**src/rtl/rom_arbiter.sv**
```systemverilog
// Two-requester arbiter in front of a 1-cycle-latency bounded ROM.
// Round-robin grant, one read in flight, masked and registered responses.
module rom_arbiter #(
  parameter int unsigned AW    = 4,
  parameter int unsigned DW    = 8,
  parameter int unsigned EXTRA = 4,
  parameter int unsigned LO0   = 0,
  parameter int unsigned HI0   = 9,
  parameter int unsigned LO1   = 0,
  parameter int unsigned HI1   = 9
) (
  input  logic                        clk,
  input  logic                        reset,
  input  logic                        req0_valid,
  input  logic [AW:0]                 req0_addr,
  input  logic [EXTRA-1:0]            req0_extra,
  output logic                        req0_ready,
  output logic                        resp0_valid,
  output logic [DW*(2**EXTRA)-1:0]    resp0_data,
  output logic                        resp0_error,
  input  logic                        resp0_ready,
  input  logic                        req1_valid,
  input  logic [AW:0]                 req1_addr,
  input  logic [EXTRA-1:0]            req1_extra,
  output logic                        req1_ready,
  output logic                        resp1_valid,
  output logic [DW*(2**EXTRA)-1:0]    resp1_data,
  output logic                        resp1_error,
  input  logic                        resp1_ready,
  output logic [AW:0]                 rom_addr,
  output logic [EXTRA-1:0]            rom_extra,
  output logic [AW:0]                 rom_lower_bound,
  output logic [AW:0]                 rom_upper_bound,
  input  logic [DW*(2**EXTRA)-1:0]    rom_data,
  input  logic                        rom_error,
  output logic [7:0]                  err_count
);
  localparam int unsigned LANES = 2**EXTRA;
  localparam int unsigned BW    = DW * LANES;
  localparam int unsigned AAW   = AW + 1;

  localparam logic [1:0] IDLE = 2'd0;
  localparam logic [1:0] READ = 2'd1;
  localparam logic [1:0] CAPT = 2'd2;
  localparam logic [1:0] RESP = 2'd3;

  logic [1:0]    state, state_nxt;
  logic          prio;   // 1: requester 1 wins a tie
  logic          owner;
  logic          grant0, grant1, accept, hs;
  logic [BW-1:0] mask, capt_data;

  assign grant0     = req0_valid & (~req1_valid | ~prio);
  assign grant1     = req1_valid & (~req0_valid | prio);
  assign req0_ready = (state == IDLE) & grant0;
  assign req1_ready = (state == IDLE) & grant1;
  assign accept     = req0_ready | req1_ready;
  assign hs         = owner ? (resp1_valid & resp1_ready) : (resp0_valid & resp0_ready);

  // Keep lanes 0..extra; everything above is forced to zero
  always_comb begin
    mask = '0;
    for (int unsigned i = 0; i < LANES; i++) begin
      if (i <= 32'(rom_extra)) mask[i*DW +: DW] = {DW{1'b1}};
    end
  end

  assign capt_data = rom_error ? '0 : (rom_data & mask);

  always_ff @(posedge clk or posedge reset) begin
    if (reset) state <= IDLE;
    else       state <= state_nxt;
  end

  always_comb begin
    state_nxt = state;
    case (state)
      IDLE:    if (accept) state_nxt = READ;
      READ:    state_nxt = CAPT;
      CAPT:    state_nxt = RESP;
      RESP:    if (hs) state_nxt = IDLE;
      default: state_nxt = IDLE;
    endcase
  end

  always_ff @(posedge clk or posedge reset) begin
    if (reset) begin
      prio            <= 1'b0;
      owner           <= 1'b0;
      rom_addr        <= '0;
      rom_extra       <= '0;
      rom_lower_bound <= '0;
      rom_upper_bound <= '0;
      resp0_valid     <= 1'b0;
      resp0_data      <= '0;
      resp0_error     <= 1'b0;
      resp1_valid     <= 1'b0;
      resp1_data      <= '0;
      resp1_error     <= 1'b0;
      err_count       <= 8'd0;
    end else begin
      if (accept) begin
        owner           <= req1_ready;
        prio            <= req0_ready;
        rom_addr        <= req1_ready ? req1_addr : req0_addr;
        rom_extra       <= req1_ready ? req1_extra : req0_extra;
        rom_lower_bound <= req1_ready ? AAW'(LO1) : AAW'(LO0);
        rom_upper_bound <= req1_ready ? AAW'(HI1) : AAW'(HI0);
      end
      if (state == CAPT) begin
        if (owner) begin
          resp1_valid <= 1'b1;
          resp1_data  <= capt_data;
          resp1_error <= rom_error;
        end else begin
          resp0_valid <= 1'b1;
          resp0_data  <= capt_data;
          resp0_error <= rom_error;
        end
        if (rom_error && (err_count != 8'hFF)) err_count <= err_count + 8'd1;
      end
      if (hs) begin
        if (owner) resp1_valid <= 1'b0;
        else       resp0_valid <= 1'b0;
      end
    end
  end

endmodule

```
**config.mk**
```make
export PLATFORM = sky130hd
export DESIGN_NAME = rom_arbiter
export DESIGN_NICKNAME = d
export VERILOG_FILES = /design/src/rtl/rom_arbiter.sv
export SDC_FILE = /design/constraint.sdc
export NUM_CORES = 1
export LEC_CHECK = 0
export BUFFER_PORTS_ARGS = -buffer_cell sky130_fd_sc_hd__clkbuf_2
export CAP_MARGIN = 10
export CORE_AREA = 5 5 166 168
export DETAILED_ROUTE_END_ITERATION = 10
export DIE_AREA = 0 0 171 173
export PLACE_DENSITY = 0.77
export RECOVER_POWER = 25
export SLEW_MARGIN = 10
export SYNTH_ARGS = -nofsm -noshare
export SYNTH_HDL_FRONTEND = slang
export SYNTH_SLANG_ARGS = --single-unit
```
**constraint.sdc**
```tcl
create_clock -name clk -period 21.4 [get_ports clk]
set_input_delay 2.14 -clock clk [delete_from_list [all_inputs] [get_ports clk]]
set_output_delay 2.14 -clock clk [all_outputs]
set_load 0.03 [all_outputs]
```
== Word-level counts from Yosys, hierarchy flattened ==
Cells that the tools add are included.
Storage, ports and cells
  flip-flop bits (word level): 282
  input bits: 153
  output and inout port bits: 289
  word-level logic and storage cells: 85
Cells by class
  add/subtract/negate cells: 1
  order comparisons: 15
  equal/unequal tests: 6
  mux-type cells: 30
  bitwise gates (word level): 14
  reductions and logical operators: 6
Operator list (count)
  AND 128 bit: 1
  two-way mux 128 bit: 1
  two-way mux 8 bit: 15
  <= comparator 4 bit (first input constant): 8
  <= comparator 3 x 4 -> 1 bit (first input constant): 4
  two-way mux 1 bit: 9
  adder 8 x 1 -> 8 bit (second input constant): 1
  <= comparator 2 x 4 -> 1 bit (first input constant): 2
  != test 8 bit (second input constant): 1
  one-hot mux 2 bit (4 select lines): 1
  AND reduction 2 bit: 4
  AND 1 bit: 6
  two-way mux 5 bit: 1
  equality test 2 bit (second input constant): 2
  <= comparator 1 x 4 -> 1 bit (first input constant): 1
  two-way mux 2 bit: 2
  two-way mux 4 bit: 1
  != test 2 bit (second input constant): 2
  NOT 1 bit: 4
  bitwise OR 1 bit: 3
  equality test 2 x 1 -> 1 bit (second input constant): 1
  zero test 2 bit: 1
  logical AND 1 bit: 1

== Depth between registers and ports, before layout ==
Gate-level depths: netlist of run 1.
  depth after elaboration: 7
  mapped depth: 8
  gate-level depth less buffers: 5

== Worst setup path before layout of run 1 ==
OpenSTA, ideal clock, no wires.
  kind: input -> output
  start: in req0_valid
  end: out req1_ready
  data arrival time: 2.836 ns
  data required time: 19.260 ns
  setup slack: 16.424 ns
  cell stages on the path: 3
  path buffers: 1
  cells stage by stage: nor2b_1 > clkbuf_1 > nor2_1
Between the ends
  longest elaborated chain between the ends: 4
RTL lines
  start: declaration: RTL line 14  | input logic req0_valid,
  NOT 1 bit: RTL line 54  | assign grant1 = req1_valid & (~req0_valid | prio);
  bitwise OR 1 bit: RTL line 54
  AND 1 bit: RTL line 54
  AND 1 bit: RTL line 56  | assign req1_ready = (state == IDLE) & grant1;
  end: declaration: RTL line 25  | output logic req1_ready,
No other way between the ends.

==> results of run 1 <==
-- flip-flops by register name, indices dropped and copies added (netlist names), named ones only --
signal	count
resp0_data	128
resp1_data	128
err_count	8
rom_addr	5
rom_extra	4
state	2
owner	1
prio	1
resp0_error	1
resp1_error	1
rom_upper_bound	1
-- synthesized netlist by cell type (all sizes together), types with 2 or more instances --
library cell	number	area share, %
ha	4	0.44
nor2b	5	0.28
nand4	2	0.11
o21a	5	0.33
xnor2	2	0.15
o211ai	3	0.20
a31o	16	1.2
and3	2	0.11
mux2	3	0.30
clkbuf	27	0.94
or3	2	0.11
and4	2	0.15
buf	74	3.8
and2	19	1.0
a31oi	13	0.72
inv	5	0.17
or2	4	0.22
dfrtp	282	62
nand2	315	10
nand3	51	2.2
a21oi	3	0.13
nor2	12	0.42
nand3b	25	1.7
a21o	2	0.13
nand2b	10	0.55
o21ai	250	11
-- final cells by class --
class                   instances  area (um2)  share of cell area, %
well taps                     335         419                   2.89
multi-input cells             769        3790                   26.2
repair buffers                443        2230                   15.4
flip-flops and latches        282        7060                   48.7
inverters                       5        20.0                  0.138
clock buffers                  42         877                   6.06
clock inverters                 8        83.8                  0.579
-- power by group --
part / switching (mW) / leakage (nW) / internal (mW)
logic: 0.796 / 3.14 / 0.264
clock network: 0.207 / 0.464 / 0.296
registers: 0.132 / 3.73 / 0.732
-- worst max path at each step --
stage / endpoint / slack, ns / cells past startpoint
floorplan: asynchronous set/reset pin / 11.48 / 1
finish: err_count[4]$_DFFE_PP0P_ / 14.23 / 4
CTS: req1_ready / 16.23 / 4
global placement: req1_ready / 16.30 / 4
global route: err_count[4]$_DFFE_PP0P_ / 12.94 / 4
detailed placement: req1_ready / 16.24 / 4
-- critical path: cells and delay by family --
family | cells | cell delay, ns
buf+inv | 4 | 5.40
-- cell families (layout without fill, tap and decap cells) --
kind of cell | count (synthesis) | in the layout | share of synthesized area [%]
flip-flops | 282 | 282 | 62.2
other | 1 | 8 | 0.0330
AO/OA/AOI/OAI | 300 | 300 | 14.4
XOR/XNOR | 2 | 2 | 0.154
AND/OR/NAND/NOR | 452 | 452 | 17.6
buffers and inverters | 106 | 498 | 4.88
multiplexers | 3 | 3 | 0.298
adder cells (fa/ha/maj) | 4 | 4 | 0.441
-- layer usage --
layer  global-route usage [%]  part of all wire, %  vias up
li1                         -                    -     4599
met1                     28.6                   38     4734
met2                     38.5                   50      447
met3                     4.70                  8.0       88
met4                     8.55                  4.1        2
met5                        0                0.052        -
-- metrics by stage --
| stage | total power [mW] | hold WS, ns | worst slack (ns) | area [um2] | util, % |
|---|---|---|---|---|---|
| 2_1_floorplan | 1.59 | 0.492 | 11.48 | 11400 | - |
| 3_3_place_gp | 1.91 | 0.460 | 16.30 | 13500 | 52.5 |
| 3_5_place_dp | 1.94 | 0.469 | 16.24 | 13500 | 52.5 |
| 4_1_cts | 2.45 | 0.482 | 16.23 | 14500 | 56.3 |
| 5_1_grt | 2.57 | 0.497 | 12.94 | 14500 | 56.2 |
| 6_report | 2.43 | 0.473 | 14.23 | 14500 | 56.2 |
==> results.tsv, run 1 <==
stage	metric	value	unit
synth	YS warnings	0	
outcome	status	complete, but fails checks	
worst_hold_path	Worst Hold Launch	resp0_data[50]$_DFFE_PP0P_	
synth	Post-synth EDFFs	0	
cells_and_area	diode count	0	
cells_and_area	Area Overhead vs Synth	27.6	%
sta	Setup Skew	0.0168	ns
global_route	largest net degree at the start of global routing	145	
synth	Syn Area/Cell	9.87	um2
outcome	failing checks	capacitance limit, slew limit	
floorplanning	Top-Level Pins	442	
worst_setup_path	Crit path arrival time	7.71	ns
clock_network	hold buffers post-CTS	0	
worst_setup_path	R2R Path End	resp1_data[27]$_DFFE_PP0P_	
pwr	peak supply drop	0.103	mV
synth	dominant synthesized flop cell	dfrtp_1	
global_route	first-pass GRT wire length	54300	um
synth	Post-synth ARST share	100	%
drt	router iterations before antenna repair	5	
worst_hold_path	Hold Crit Class	reg -> reg	
floorplanning	Core Footprint	25800	um2
cells_and_area	final cell count without fillers	1884	
sta	Final setup viols	0	
clock_network	CTS tree	done	
sta	relative slew slack	-320	%
clock_network	cts bufs inserted	30	
drt	via count	9870	
worst_setup_path	reg2reg path depth	6	
drt	DRC	0	
sta	Max Fclk	140	MHz
clock_network	# Post-CTS Setup Buffers	0	
clock_network	H-tree levels	1	
synth	Mapped Area	11400	um2
worst_setup_path	Worst EP required	21.95	ns
worst_setup_path	R2R setup slack	18.58	ns
sta	Fin. Hold Viols	0	
global_route	GRT Util Overall	22.7	%
floorplanning	Die X	171	um
sta	worst slew pin tran	6.27	ns
cells_and_area	commonest cells after routing, fill and taps aside	clkbuf_2, nand2_1, dfrtp_1	
worst_hold_path	Hold Path Depth	2	
worst_setup_path	CP max stage cell	clkinvlp_2	
placed_design	RD Place Congestion	0.953	
sta	period utilization	33.5	%
synth	library cells used by synthesis	47	
pwr	P_leak	7.34	nW
worst_setup_path	CP dominant cell by count	buf_4	
job	Max Cap Viol	2	
drt	Post-Route WL	34900	um
global_route	vias in the first global route	9783	
clock_network	post-CTS sizing	0	
floorplanning	Die Y	173	um
global_route	initial antenna violation count	1	
drt	DR iter-0 viols	745	
synth	register area share after synthesis	62.2	%
drt	Avg WL per Cell	18.5	um
sta	RSZ-0062 raised after global routing	no	
cells_and_area	commonest non-fill, non-tap cell in the layout	clkbuf_2	
worst_setup_path	Worst path max stage delay	3.42	ns
sta	Final min period	7.17	ns
worst_setup_path	r2r startpoint	state[0]$_DFFE_PP0P_	
cells_and_area	fill count	2268	
clock_network	clock-pin slew on the worst setup and hold paths	0.06	ns
worst_setup_path	Worst setup EP type	asynchronous set/reset pin	
floorplanning	initial core utilization	44.1	%
drt	Final ANT Viol Nets	0	
worst_setup_path	crit path launch	reset	
cells_and_area	final-stage net count	1688	
worst_hold_path	Hold Path End	resp0_data[50]$_DFFE_PP0P_	
worst_setup_path	startpoint types	primary input	
worst_setup_path	Cell Chain, Critical Path	clkbuf_1, clkinvlp_2, buf_4, buf_4	
placed_design	placed wire-length estimate	24300	um
floorplanning	row cnt	59	
clock_network	CTS max path bufs	3	
global_route	global route overflow	0	
synth	number of synthesized register bits	282	
pwr	Power per Cell Area	168	nW/um2
floorplanning	die area	29600	um2
placed_design	IO buf count	433	
drt	vias per cell	5.24	
clock_network	clk_lat worst skew	0.54	ns
clock_network	Root Driver	clkbuf_16	
cells_and_area	layout cell share with drive strength beyond 1	33.2	%
worst_setup_path	Crit Path Max Fanout	144	
clock_network	clock tree sinks	282	
sta	Setup TNS	0	ns
worst_setup_path	Crit Path Class	in -> async	
synth	Mapped Cells	1150	
sta	Slew Viols, Final	190	
placed_design	Inst Count DP	1834	
No activity file was read; power rests on OpenSTA's default activity.
==> inputs of run 2 (changes only) <==
CORE_AREA = not set   (was 5 5 166 168)
CORE_ASPECT_RATIO = 0.7   (was not set)
CORE_MARGIN = 5   (was not set)
CORE_UTILIZATION = 49   (was not set)
DIE_AREA = not set   (was 0 0 171 173)
PLACE_DENSITY = 0.84   (was 0.77)
clock period = 6.7 ns   (was 21.4 ns; I/O delays follow)
==> results.tsv, run 2 (synthesis gave the netlist of run 1 again) <==
stage	metric	value	unit	change
clock_network	hold buffers post-CTS	0		unchanged
floorplanning	Core Footprint	22700	um2	-12%
cells_and_area	Regs by FF count	resp0_data (128), resp1_data (128), err_count (8)		
worst_setup_path	CP max stage cell	clkbuf_1		
pwr	Reg power frac	35.9	%	+0.3 points
cells_and_area	final cell count without fillers	1865		-1.0%
pwr	Logic pwr share	43.5	%	-0.2 points
placed_design	placed wire-length estimate	25100	um	+3.3%
sta	Final min period	3.37	ns	
worst_setup_path	Worst setup EP type	asynchronous set/reset pin		
global_route	largest net degree at the start of global routing	162		+12%
outcome	failing checks	capacitance limit, slew limit		
clock_network	Root Driver	clkbuf_16		
clock_network	# Post-CTS Setup Buffers	0		unchanged
clock_network	post-CTS sizing	0		unchanged
clock_network	clk_lat worst skew	0.54	ns	about the same
worst_setup_path	Crit path arrival time	3.92	ns	-3.79 ns
pwr	Net Sw Power	3.65	mW	+220%
floorplanning	row cnt	46		-22%
worst_setup_path	R2R setup slack	3.86	ns	-14.72 ns
sta	worst slew pin tran	2.95	ns	-3.32 ns
global_route	global route overflow	0		unchanged
global_route	vias in the first global route	9579		-2.1%
worst_setup_path	CP Buf/Inv Count	4		unchanged
global_route	first-pass GRT wire length	52900	um	-2.6%
clock_network	CTS max path bufs	3		unchanged
job	Max Cap Viol	1		-1
sta	Slew Viols, Final	57		-70%
worst_setup_path	Cell Chain, Critical Path	clkbuf_1, clkinvlp_4, clkbuf_1, buf_4		
pwr	clock network fraction of total power	20.6	%	about the same
drt	vias per cell	5.28		+0.87%
sta	relative slew slack	-96.5	%	+220 points
sta	Setup TNS	0	ns	unchanged
worst_setup_path	Worst path max stage delay	2.07	ns	-1.35 ns
pwr	Final Total Pwr	7.70	mW	+220%
global_route	grt met1 use	32.9	%	+4.3 points
worst_hold_path	Hold Crit Class	in -> reg		
sta	Setup Skew	0.0161	ns	-0.000754 ns
sta	final hold slack	0.377	ns	-0.0961 ns
worst_setup_path	Top delay family on crit path	buffers and inverters		
global_route	initial antenna violation count	3		+2
worst_setup_path	Crit Path Max Fanout	66		-54%
cells_and_area	commonest non-fill, non-tap cell in the layout	clkbuf_2		
pwr	Sw Ratio	47.4	%	+0.62 points
worst_setup_path	CP dominant cell by count	clkbuf_1		
clock_network	clock-pin slew on the worst setup and hold paths	0.06	ns	about the same
drt	router iterations before antenna repair	5		unchanged
floorplanning	Top-Level Pins	442		unchanged
worst_setup_path	crit path launch	reset		
drt	Post-Route WL	34900	um	about the same
floorplanning	initial core utilization	49.9	%	+5.9 points
sta	Fin. Hold Viols	0		unchanged
pwr	P_leak	6.99	nW	-4.8%
placed_design	RD Place Congestion	0.852		-11%
cells_and_area	Area Overhead vs Synth	26.3	%	
drt	via count	9855		-0.15%
floorplanning	die area	26400	um2	-11%
sta	Final setup viols	0		unchanged
floorplanning	Die Y	137	um	-21%
global_route	Global Route met3 Usage	6.05	%	+1.4 points
placed_design	IO buf count	433		unchanged
cells_and_area	final core utilization	63.1	%	+6.8 points
clock_network	clock tree sinks	282		unchanged
cells_and_area	layout cell share with drive strength beyond 1	26.7	%	-6.5 points
floorplanning	Die X	192	um	+12%
worst_hold_path	Worst Hold Launch	rom_data[37]		
drt	DR iter-0 viols	647		-13%
sta	Max Fclk	297	MHz	
global_route	global-route track usage on met2	42.1	%	+3.7 points
sta	RSZ-0062 raised after global routing	no		
pwr	peak supply drop	0.316	mV	+210%
worst_setup_path	r2r startpoint	state[0]$_DFFE_PP0P_		
sta	period utilization	50.3	%	
worst_setup_path	Worst EP required	7.25	ns	-14.70 ns
global_route	GRT Util Overall	25.2	%	+2.5 points
pwr	P_int	4.05	mW	+210%
clock_network	H-tree levels	1		unchanged
drt	DRC	0		unchanged
clock_network	CTS tree	done		
clock_network	cts bufs inserted	28		-6.7%
drt	Final ANT Viol Nets	0		unchanged
worst_setup_path	startpoint types	primary input		
pwr	Power per Cell Area	537	nW/um2	+220%
cells_and_area	final-stage net count	1688		unchanged
outcome	status	complete, but fails checks		
placed_design	Inst Count DP	1813		-1.1%
cells_and_area	commonest cells after routing, fill and taps aside	clkbuf_2, nand2_1, dfrtp_1		
worst_setup_path	Crit Path Class	in -> async		
drt	Avg WL per Cell	18.7	um	+1.0%
global_route	grt peak-use layer	met2		
## run 2: changes by cell type in the layout (fill, tap and decap cells not counted), moves of 2 or more
| cell | change |
|---|---|
| clkbuf_16 | -2 |
| clkbuf_1 | +103 |
| clkinv_2 | +2 |
| clkinvlp_4 | +2 |
| diode_2 | +2 |
| clkbuf_2 | -105 |
| o21ai_0 | -9 |
| o21ai_1 | +9 |
## run 2: through the flow
stage | instance area [um2] | setup slack (ns)
floorplan | 11400 | 2.29
global placement | 13500 | 4.01
detailed placement | 13500 | 3.94
finish | 14300 | 3.33
global route | 14300 | 2.74
CTS | 14500 | 3.92
## run 2: final timing paths
check | depth (start not counted) | endpoint
hold / removal | 3 | resp0_data[37]$_DFFE_PP0P_
setup / recovery | 4 | resp1_data[90]$_DFFE_PP0P_
setup reg to reg | 6 | resp0_data[27]$_DFFE_PP0P_
max in group clk | 6 | resp0_data[27]$_DFFE_PP0P_
min in group asynchronous | 3 | resp1_data[11]$_DFFE_PP0P_
hold reg to reg | 2 | resp0_data[97]$_DFFE_PP0P_
## run 2: area by class of cell
class / count / area, um2
timing repair buffer: 445 / 2130
antenna: 2 / 5.00
multi-input combinational: 769 / 3790
clock inverter: 13 / 133
tap: 312 / 390
inverter: 5 / 22.5
sequential: 282 / 7060
fill: 1907 / 8400
clock buffer: 37 / 806
## run 2: power groups by stage
| stage | combinational (mW) | clock, mW | sequential [mW] |
|---|---|---|---|
| 5_1_grt | 3.61 | 1.69 | 2.83 |
| 3_5_place_dp | 3.42 | 0 | 2.78 |
| 3_3_place_gp | 3.34 | 0 | 2.75 |
| 6_report | 3.35 | 1.59 | 2.76 |
| 4_1_cts | 3.43 | 1.61 | 2.76 |
| 2_1_floorplan | 1.18 | 0 | 3.91 |
## run 2: per-layer routing
| layer | up-vias | part of all wire (%) | wire length (um) |
|---|---|---|---|
| met5 | - | 0.037 | 13 |
| li1 | 4616 | - | - |
| met4 | 2 | 3.2 | 1120 |
| met1 | 4768 | 40 | 13800 |
| met3 | 72 | 8.3 | 2910 |
| met2 | 397 | 49 | 17100 |
## run 2: tightest hold or removal path, stage by stage
cell      delay, ns
clkbuf_2       0.08
nand2_1        0.06
o21ai_0        0.06
